--- src/rtl/bus_sys_onchip_mem_arbiter.sv ---
`default_nettype none
// ============================================================================
// Module   : bus_sys_onchip_mem_arbiter
// Purpose  : Shares one single-port on-chip RAM (registered-address read,
//            one cycle latency) between two Avalon-MM requesters. Grants are
//            round-robin or fixed-priority, with an optional burst lock, a
//            starvation cap, a pipelined read return and out-of-range
//            trapping.
// Revision : 1.0  initial release
// ============================================================================
module bus_sys_onchip_mem_arbiter #(
    parameter int ADDR_W    = 16,
    parameter int DATA_W    = 32,
    parameter int DEPTH     = 38400,
    parameter int FIXED_PRI = 0,
    parameter int MAX_HOLD  = 16,
    localparam int BE_W     = DATA_W / 8
) (
    input  logic              clk,
    input  logic              reset,

    input  logic [ADDR_W-1:0] s0_address,
    input  logic              s0_read,
    input  logic              s0_write,
    input  logic [DATA_W-1:0] s0_writedata,
    input  logic [BE_W-1:0]   s0_byteenable,
    input  logic              s0_lock,
    output logic              s0_waitrequest,
    output logic [DATA_W-1:0] s0_readdata,
    output logic              s0_readdatavalid,

    input  logic [ADDR_W-1:0] s1_address,
    input  logic              s1_read,
    input  logic              s1_write,
    input  logic [DATA_W-1:0] s1_writedata,
    input  logic [BE_W-1:0]   s1_byteenable,
    input  logic              s1_lock,
    output logic              s1_waitrequest,
    output logic [DATA_W-1:0] s1_readdata,
    output logic              s1_readdatavalid,

    output logic [ADDR_W-1:0] mem_address,
    output logic              mem_chipselect,
    output logic              mem_write,
    output logic [DATA_W-1:0] mem_writedata,
    output logic [BE_W-1:0]   mem_byteenable,
    output logic              mem_clken,
    input  logic [DATA_W-1:0] mem_readdata,

    output logic              err_oor
);

    localparam int                HOLD_W      = $clog2(MAX_HOLD + 1);
    localparam logic [HOLD_W-1:0] c_max_hold  = HOLD_W'(MAX_HOLD);
    localparam logic [ADDR_W:0]   c_depth_ext = (ADDR_W + 1)'(DEPTH);

    // Arbitration state: port 0 = s0, port 1 = s1
    logic              r_last_grant;
    logic              r_lock_q;
    logic [HOLD_W-1:0] r_hold_cnt;

    // Read return pipeline
    logic              r_p1_valid;
    logic              r_p1_port;
    logic              r_p1_oor;
    logic              r_rv0;
    logic              r_rv1;
    logic [DATA_W-1:0] r_rd0;
    logic [DATA_W-1:0] r_rd1;
    logic              r_err_oor;

    // Combinational request / grant
    logic              w_req0;
    logic              w_req1;
    logic              w_owner_req;
    logic              w_other_req;
    logic              w_loser_req;
    logic              w_hold_full;
    logic              w_any;
    logic              w_pick;

    // Winner's access
    logic [ADDR_W-1:0] w_win_addr;
    logic              w_win_read;
    logic              w_win_write;
    logic [DATA_W-1:0] w_win_wdata;
    logic [BE_W-1:0]   w_win_be;
    logic              w_win_lock;
    logic              w_oor;
    logic              w_mem_en;
    logic              w_acc_read;

    assign w_req0      = s0_read | s0_write;
    assign w_req1      = s1_read | s1_write;
    assign w_hold_full = (r_hold_cnt >= c_max_hold);

    // Grant selection: starvation cap, then lock, then sole requester, then priority
    always_comb begin
        w_owner_req = r_last_grant ? w_req1 : w_req0;
        w_other_req = r_last_grant ? w_req0 : w_req1;
        w_any       = 1'b0;
        w_pick      = 1'b0;
        if (!reset && (w_req0 || w_req1)) begin
            w_any = 1'b1;
            if (w_hold_full && w_other_req) begin
                w_pick = ~r_last_grant;
            end else if (r_lock_q && w_owner_req) begin
                w_pick = r_last_grant;
            end else if (w_req0 && !w_req1) begin
                w_pick = 1'b0;
            end else if (!w_req0 && w_req1) begin
                w_pick = 1'b1;
            end else if (FIXED_PRI != 0) begin
                w_pick = 1'b0;
            end else begin
                w_pick = ~r_last_grant;
            end
        end
    end

    // Winner mux; a write takes precedence over a simultaneous read
    assign w_win_addr  = w_pick ? s1_address    : s0_address;
    assign w_win_write = w_pick ? s1_write      : s0_write;
    assign w_win_read  = (w_pick ? s1_read      : s0_read) & ~w_win_write;
    assign w_win_wdata = w_pick ? s1_writedata  : s0_writedata;
    assign w_win_be    = w_pick ? s1_byteenable : s0_byteenable;
    assign w_win_lock  = w_pick ? s1_lock       : s0_lock;
    assign w_loser_req = w_pick ? w_req0        : w_req1;

    assign w_oor       = ({1'b0, w_win_addr} >= c_depth_ext);
    assign w_mem_en    = w_any & ~w_oor;
    assign w_acc_read  = w_any & w_win_read;

    assign s0_waitrequest = ~(w_any & ~w_pick) | reset;
    assign s1_waitrequest = ~(w_any &  w_pick) | reset;

    assign mem_address    = w_mem_en ? w_win_addr  : '0;
    assign mem_chipselect = w_mem_en;
    assign mem_write      = w_mem_en & w_win_write;
    assign mem_writedata  = w_mem_en ? w_win_wdata : '0;
    assign mem_byteenable = w_mem_en ? w_win_be    : '0;
    assign mem_clken      = ~reset;

    // Arbitration history: last winner, burst lock and consecutive-grant count
    always_ff @(posedge clk) begin
        if (reset) begin
            r_last_grant <= 1'b1;
            r_lock_q     <= 1'b0;
            r_hold_cnt   <= '0;
        end else if (w_any) begin
            r_last_grant <= w_pick;
            r_lock_q     <= w_win_lock;
            if (w_loser_req) begin
                // A change of owner starts a fresh run of one grant
                r_hold_cnt <= (w_pick == r_last_grant) ? r_hold_cnt + HOLD_W'(1) : HOLD_W'(1);
            end else begin
                r_hold_cnt <= '0;
            end
        end else begin
            r_lock_q   <= 1'b0;
            r_hold_cnt <= '0;
        end
    end

    // Stage 1: remember which port a read belongs to while the RAM fetches
    always_ff @(posedge clk) begin
        if (reset) begin
            r_p1_valid <= 1'b0;
            r_p1_port  <= 1'b0;
            r_p1_oor   <= 1'b0;
        end else begin
            r_p1_valid <= w_acc_read;
            r_p1_port  <= w_pick;
            r_p1_oor   <= w_oor;
        end
    end

    // Stage 2: capture RAM data (zero for out-of-range) into the owning port
    always_ff @(posedge clk) begin
        if (reset) begin
            r_rv0 <= 1'b0;
            r_rv1 <= 1'b0;
            r_rd0 <= '0;
            r_rd1 <= '0;
        end else begin
            r_rv0 <= r_p1_valid & ~r_p1_port;
            r_rv1 <= r_p1_valid &  r_p1_port;
            if (r_p1_valid && !r_p1_port) begin
                r_rd0 <= r_p1_oor ? '0 : mem_readdata;
            end
            if (r_p1_valid && r_p1_port) begin
                r_rd1 <= r_p1_oor ? '0 : mem_readdata;
            end
        end
    end

    // Sticky out-of-range flag
    always_ff @(posedge clk) begin
        if (reset) begin
            r_err_oor <= 1'b0;
        end else if (w_any && w_oor) begin
            r_err_oor <= 1'b1;
        end
    end

    assign s0_readdata      = r_rd0;
    assign s0_readdatavalid = r_rv0;
    assign s1_readdata      = r_rd1;
    assign s1_readdatavalid = r_rv1;
    assign err_oor          = r_err_oor;

endmodule
`default_nettype wire

--- config.mk ---
export PLATFORM = sky130hd
export DESIGN_NAME = bus_sys_onchip_mem_arbiter
export DESIGN_NICKNAME = d
export VERILOG_FILES = /design/src/rtl/bus_sys_onchip_mem_arbiter.sv
export SDC_FILE = /design/constraint.sdc
export NUM_CORES = 1
export LEC_CHECK = 0
export BUFFER_PORTS_ARGS = -buffer_cell sky130_fd_sc_hd__buf_2
export CORE_ASPECT_RATIO = 0.5
export CORE_UTILIZATION = 44
export CTS_BUF_LIST = sky130_fd_sc_hd__clkbuf_16
export DETAILED_ROUTE_END_ITERATION = 10
export GPL_ROUTABILITY_DRIVEN = 0
export PLACE_DENSITY = 0.94
export SYNTH_ARGS = -nofsm -noshare
export SYNTH_HDL_FRONTEND = slang
export SYNTH_SLANG_ARGS = --single-unit
export TNS_END_PERCENT = 30
--- constraint.sdc ---
create_clock -name clk -period 4.4 [get_ports clk]
set_input_delay 0.66 -clock clk [delete_from_list [all_inputs] [get_ports clk]]
set_output_delay 0.66 -clock clk [all_outputs]
set_load 0.05 [all_outputs]
Word level (Yosys, flattened, before mapping). Index checks and enable logic that the tools add are counted.

Order comparisons: 2. Equality and inequality tests: 1. Bitwise logic cells: 23. $add $sub $neg: 1. Reduce and logical (&&, ||, !) cells: 16. Mux-type cells: 20.

Operators by type and width (count): 2-to-1 mux 32 bit (3); 2-to-1 mux 16 bit (2); greater-or-equal comparator 16 bit, second input constant (1); 2-to-1 mux 1 bit (13); inverter 1 bit (11); bitwise AND 1 bit (8); logical AND 1 bit (8); 2-to-1 mux 4 bit (2); adder 5 x 1 -> 5 bit, second input constant (1); greater-or-equal comparator 5 bit, second input constant (1); zero test 1 bit (4); bitwise OR 1 bit (4); OR reduction 4 bit (1); OR reduction 3 bit (1); OR reduction 2 bit (1); == test 1 bit (1); logical OR 1 bit (1).

Input bits: 144. Bits in registers: 77.

Longest topological paths before layout.
Depth after elaboration: 13. Depth in mapped cells: 8. Mapped depth without buffers: 6.

Worst setup path before layout. No wires, ideal clock.

Kind: input-to-output. Start: input port reset. End: output port mem_address[0]. Stages: 8. Slack: 1.275 ns. Data required time: 3.740 ns. Arrival time: 2.465 ns. Path through: buf_2 > inv_1 > nand2_4 > a21oi_4 > inv_4 > a21oi_4 > buf_6 > a22o_1.

Longest elaborated chain between the ends: 8.

RTL lines: start: declaration (RTL line 20) `input logic reset,`; zero test 1 bit (*) (RTL line 103) `if (!reset && (w_req0 || w_req1)) begin`; logical AND 1 bit (*) (RTL line 103); 2-to-1 mux 1 bit (RTL line 103); 2-to-1 mux 16 bit (RTL line 122) `assign w_win_addr = w_pick ? s1_address : s0_address;`; greater-or-equal comparator 16 bit (RTL line 130) `assign w_oor = ({1'b0, w_win_addr} >= c_depth_ext);`; inverter 1 bit (RTL line 131) `assign w_mem_en = w_any & ~w_oor;`; bitwise AND 1 bit (RTL line 131); 2-to-1 mux 16 bit (*) (RTL line 137) `assign mem_address = w_mem_en ? w_win_addr : '0;`; end: declaration (RTL line 42) `output logic [ADDR_W-1:0] mem_address,`.

Every way passes the cells marked *; elsewhere a longest branch is shown, timed or not.

Worst setup path in the final report.
Start: input port s1_write. End: output port mem_writedata[7].

Longest elaborated chain between the ends: 12.

RTL lines: start: declaration (RTL line 34) `input logic s1_write,`; bitwise OR 1 bit (*) (RTL line 94) `assign w_req1 = s1_read | s1_write;`; logical AND 1 bit or zero test 1 bit (tied branches) (RTL line 111, 109); 2-to-1 mux 1 bit or logical AND 1 bit (tied branches) (RTL line 111, 109); 2-to-1 mux 1 bit (RTL line 109) `end else if (w_req0 && !w_req1) begin`; 2-to-1 mux 1 bit (RTL line 107) `end else if (r_lock_q && w_owner_req) begin`; 2-to-1 mux 1 bit (RTL line 105) `if (w_hold_full && w_other_req) begin`; 2-to-1 mux 1 bit (RTL line 103); 2-to-1 mux 16 bit (RTL line 122); greater-or-equal comparator 16 bit (RTL line 130); inverter 1 bit (RTL line 131); bitwise AND 1 bit (RTL line 131); 2-to-1 mux 32 bit (*) (RTL line 140) `assign mem_writedata = w_mem_en ? w_win_wdata : '0;`; end: declaration (RTL line 45) `output logic [DATA_W-1:0] mem_writedata,`.

Marks and branches as above.

==> metrics.md <==
| Metric | Value |
|---|---|
| Remaining DRCs | `0` |
| Dpl cells | `808` |
| Initial Util | `0.4579` |
| Vias in the first global route | `3937` |
| RSZ-0062 raised after global routing | `false` |
| Post-layout nets | `853` |
| CP max stage delay | `approximately 0.84 ns` |
| DRT iter0 DRCs | `300` |
| CTS tree | `yes` |
| HP Class | `flip-flop to flip-flop` |
| Final instance area | `5365 um^2` |
| Outcome | `completed` |
| CTS root buffer | `clkbuf_16` |
| Worst vdd ir | `0.0002170 V` |
| CP startpoint kind | `input pin` |
| Post-CTS setup buffers | `0` |
| Slew margin rel. | `0.1921` |
| Levels on crit path | `6` |
| Layout cells sized above 1 | `0.4732` |
| Hold Path Sink | `s1_readdata[25]` |
| Crit-path cells | `buf_2 > or2_1 > a21oi_2 > and3_2 > a22o_2 > buf_2` |
| Largest net degree at the start of global routing | `between 70 and 80` |
| Top cell by count, worst path | `buf_2` |
| Sequential area share after synthesis | `0.4178` |
| Cell count of the worst reg-to-reg path | `3` |
| Synth Register Bits | `just under 80` |
| Max Clock Freq | `294.8 MHz` |
| Crit path capture type | `output port` |
| Total number of vias | `4276` |
| Post-route ant nets | `0` |
| Worst R2R Setup Slack | `2.70 ns` |
| H-tree levels | `3` |
| Post-Synthesis Cells | `463` |
| Total GRT Usage | `0.2918` |
| Final Hold Fails | `0` |
| Max clock buf depth | `2` |
| Number of flops mapped to enable cells by yosys | `0` |
| Mapped Nets | `609` |
| Setup CP Type | `input pin to output port` |
| CTS Sinks | `77` |
| Max Cap Viol | `0` |
| # rows | `23` |
| Fin crit share | `0.7709` |
| R2r startpoint | `r_p1_oor` |
| # setup viols final | `0` |
| Static Leak | `roughly 2.7 nW` |
| Placed cell area | `roughly 5000 um^2` |
| Clock latency on the worst-skew pair | `0.33 ns` |
| Port Buffers | `267` |
| CP arrival | `2.73 ns` |
| Global-route wire length before repair | `around 20000 um` |
| Die W | `~130 um` |
| Final Instance Count excl. Fillers | `around 820` |
| Worst-Margin Slew | `1.210 ns` |
| Die area | `8779 um^2` |
| Antenna violations before repair | `1` |
| Req. time, crit path | `around 3.7 ns` |
| Slowest-stage cell, CP | `and3_2` |
| Area Growth Syn to Fin | `45.41%` |
| Ys async rst share | `0` |
| Post-DP HPWL | `9966 um` |
| Drt pass-1 iters | `5` |
| CP Buf/Inv Count | `2` |
| Yosys warning count | `0` |
| Synth Area per Inst | `approximately 8 um^2` |
| Max Clock Skew | `0.005843 ns` |
| Synth cell types | `38` |
| Via density | `5.189` |
| Pwr dens | `420.6 nW/um^2` |
| Hold wc startpoint | `s1_readdata[25]` |
| DR WL/cell | `around 16 um` |
| Post-cts resize count | `0` |
| Final Slew Violations | `0` |
| Hold depth | `2` |
| Mapped Area | `approximately 3700 um^2` |
| Crit path max fanout | `53` |
| Core ar. | `8058 um^2` |
| TritonCTS buffer count | `9` |
| IO Pins | `around 270` |
| Die H | `approximately 67 um` |
| Final WL | `~13000 um` |
| Synth Flop Type | `dfxtp_1` |
| Setup TNS | `0 ns` |
| R2R Path End | `s1_readdata[5]` |
| Gr ovfl total | `0` |
| Reg clk slew, reported paths | `0.05 ns` |
| Hold_buf cts | `0` |
| Final min period | `3.392 ns` |
| Kind of cell adding the most delay to the critical path | `simple AND/OR/NAND/NOR gates` |
-- through the flow --
stage,util,total power [mW],hold WS [ns],worst slack (ns)
5_1_grt,0.6655,2.332,0.4699,0.8618
2_1_floorplan,-,1.225,0.4467,1.275
4_1_cts,0.6652,2.260,0.4509,1.032
6_report,0.6658,2.256,0.4500,1.008
3_3_place_gp,0.6217,1.381,0.4340,1.145
3_5_place_dp,0.6217,1.394,0.4431,1.031
-- metal layers --
metal / track usage / part of all wire
met5: 0 / 0
met3: 0.09209 / 0.084
met4: 0.1134 / 0.029
met1: 0.3392 / 0.39
met2: 0.5099 / 0.50
-- cell type report --
| cell class | count | area, um^2 |
|---|---|---|
| Clock inverter | 5 | 125.1 |
| Multi-Input combinational cell | 341 | 1929 |
| Sequential cell | 77 | 1541 |
| Antenna cell | 2 | 5.005 |
| Inverter | 6 | 25.02 |
| Clock buffer | 9 | 225.2 |
| Tap cell | 112 | 140.1 |
| Fill cell | 681 | 2693 |
| Timing Repair Buffer | 272 | 1374 |
-- tightest hold or removal path, delay by kind of cell (launching register included) --
kind | cells | cell delay [ns]
simple gates | 1 | 0.05
compound gates | 1 | 0.05
flops | 1 | 0.30
-- where the power goes --
group | leakage, nW | switching (mW) | internal, mW
clock network | 0.171 | 0.268 | 0.604
logic | 1.86 | 0.450 | 0.184
registers | 0.625 | 0.0239 | 0.727
total | 2.66 | 0.742 | 1.51
-- layout by cell type, fill, tap and decap left out, types with 9 or more instances in the layout --
master,n
clkbuf_16,9
a22o_1,14
buf_2,267
a22o_2,38
a21oi_1,72
dfxtp_1,77
nand2_1,137
nor2b_1,32
nor2_1,12
-- state kept, by name, summed over array words and instances (netlist names) --
register / count
s1_readdata: 32
s1_readdatavalid: 1
s0_readdata: 32
err_oor: 1
r_p1_oor: 1
r_lock_q: 1
r_last_grant: 1
r_p1_valid: 1
s0_readdatavalid: 1
r_hold_cnt: 5
r_p1_port: 1
-- synthesized netlist by cell type (3+ instances only) --
cell type / instances / share of area
a21oi_1: 72 / 0.098
inv_1: 5 / 0.0051
nand3_1: 5 / 0.0068
a211oi_1: 3 / 0.0061
a22o_1: 14 / 0.033
a22o_2: 38 / 0.10
nor2b_1: 33 / 0.056
dfxtp_1: 77 / 0.42
buf_6: 5 / 0.015
nor2_1: 12 / 0.012
buf_2: 8 / 0.011
nand2_1: 137 / 0.14
clkbuf_1: 25 / 0.025
-- cell families (layout without fill, tap and decap cells) --
family | Yosys count | in the layout | synth area share
mux | 1 | 1 | 0.003052
simple gates | 197 | 197 | 0.2347
xor+xnor | 4 | 4 | 0.01153
fa+ha+maj | 2 | 2 | 0.006781
other cells | 0 | 2 | 0
flops | 77 | 77 | 0.4178
compound gates | 137 | 137 | 0.2659
buf+inv | 45 | 292 | 0.06036
-- worst max-delay path by stage --
| stage | from | end | slack [ns] |
|---|---|---|---|
| floorplan | reset | mem_address[0] | 1.28 |
| global placement | s1_write | mem_writedata[31] | 1.14 |
| detailed placement | s1_write | mem_writedata[31] | 1.03 |
| CTS | s1_write | mem_writedata[31] | 1.03 |
| global route | s1_write | mem_writedata[31] | 0.86 |
| finish | s1_write | mem_writedata[7] | 1.01 |
No activity file was read; power rests on OpenSTA's default activity.
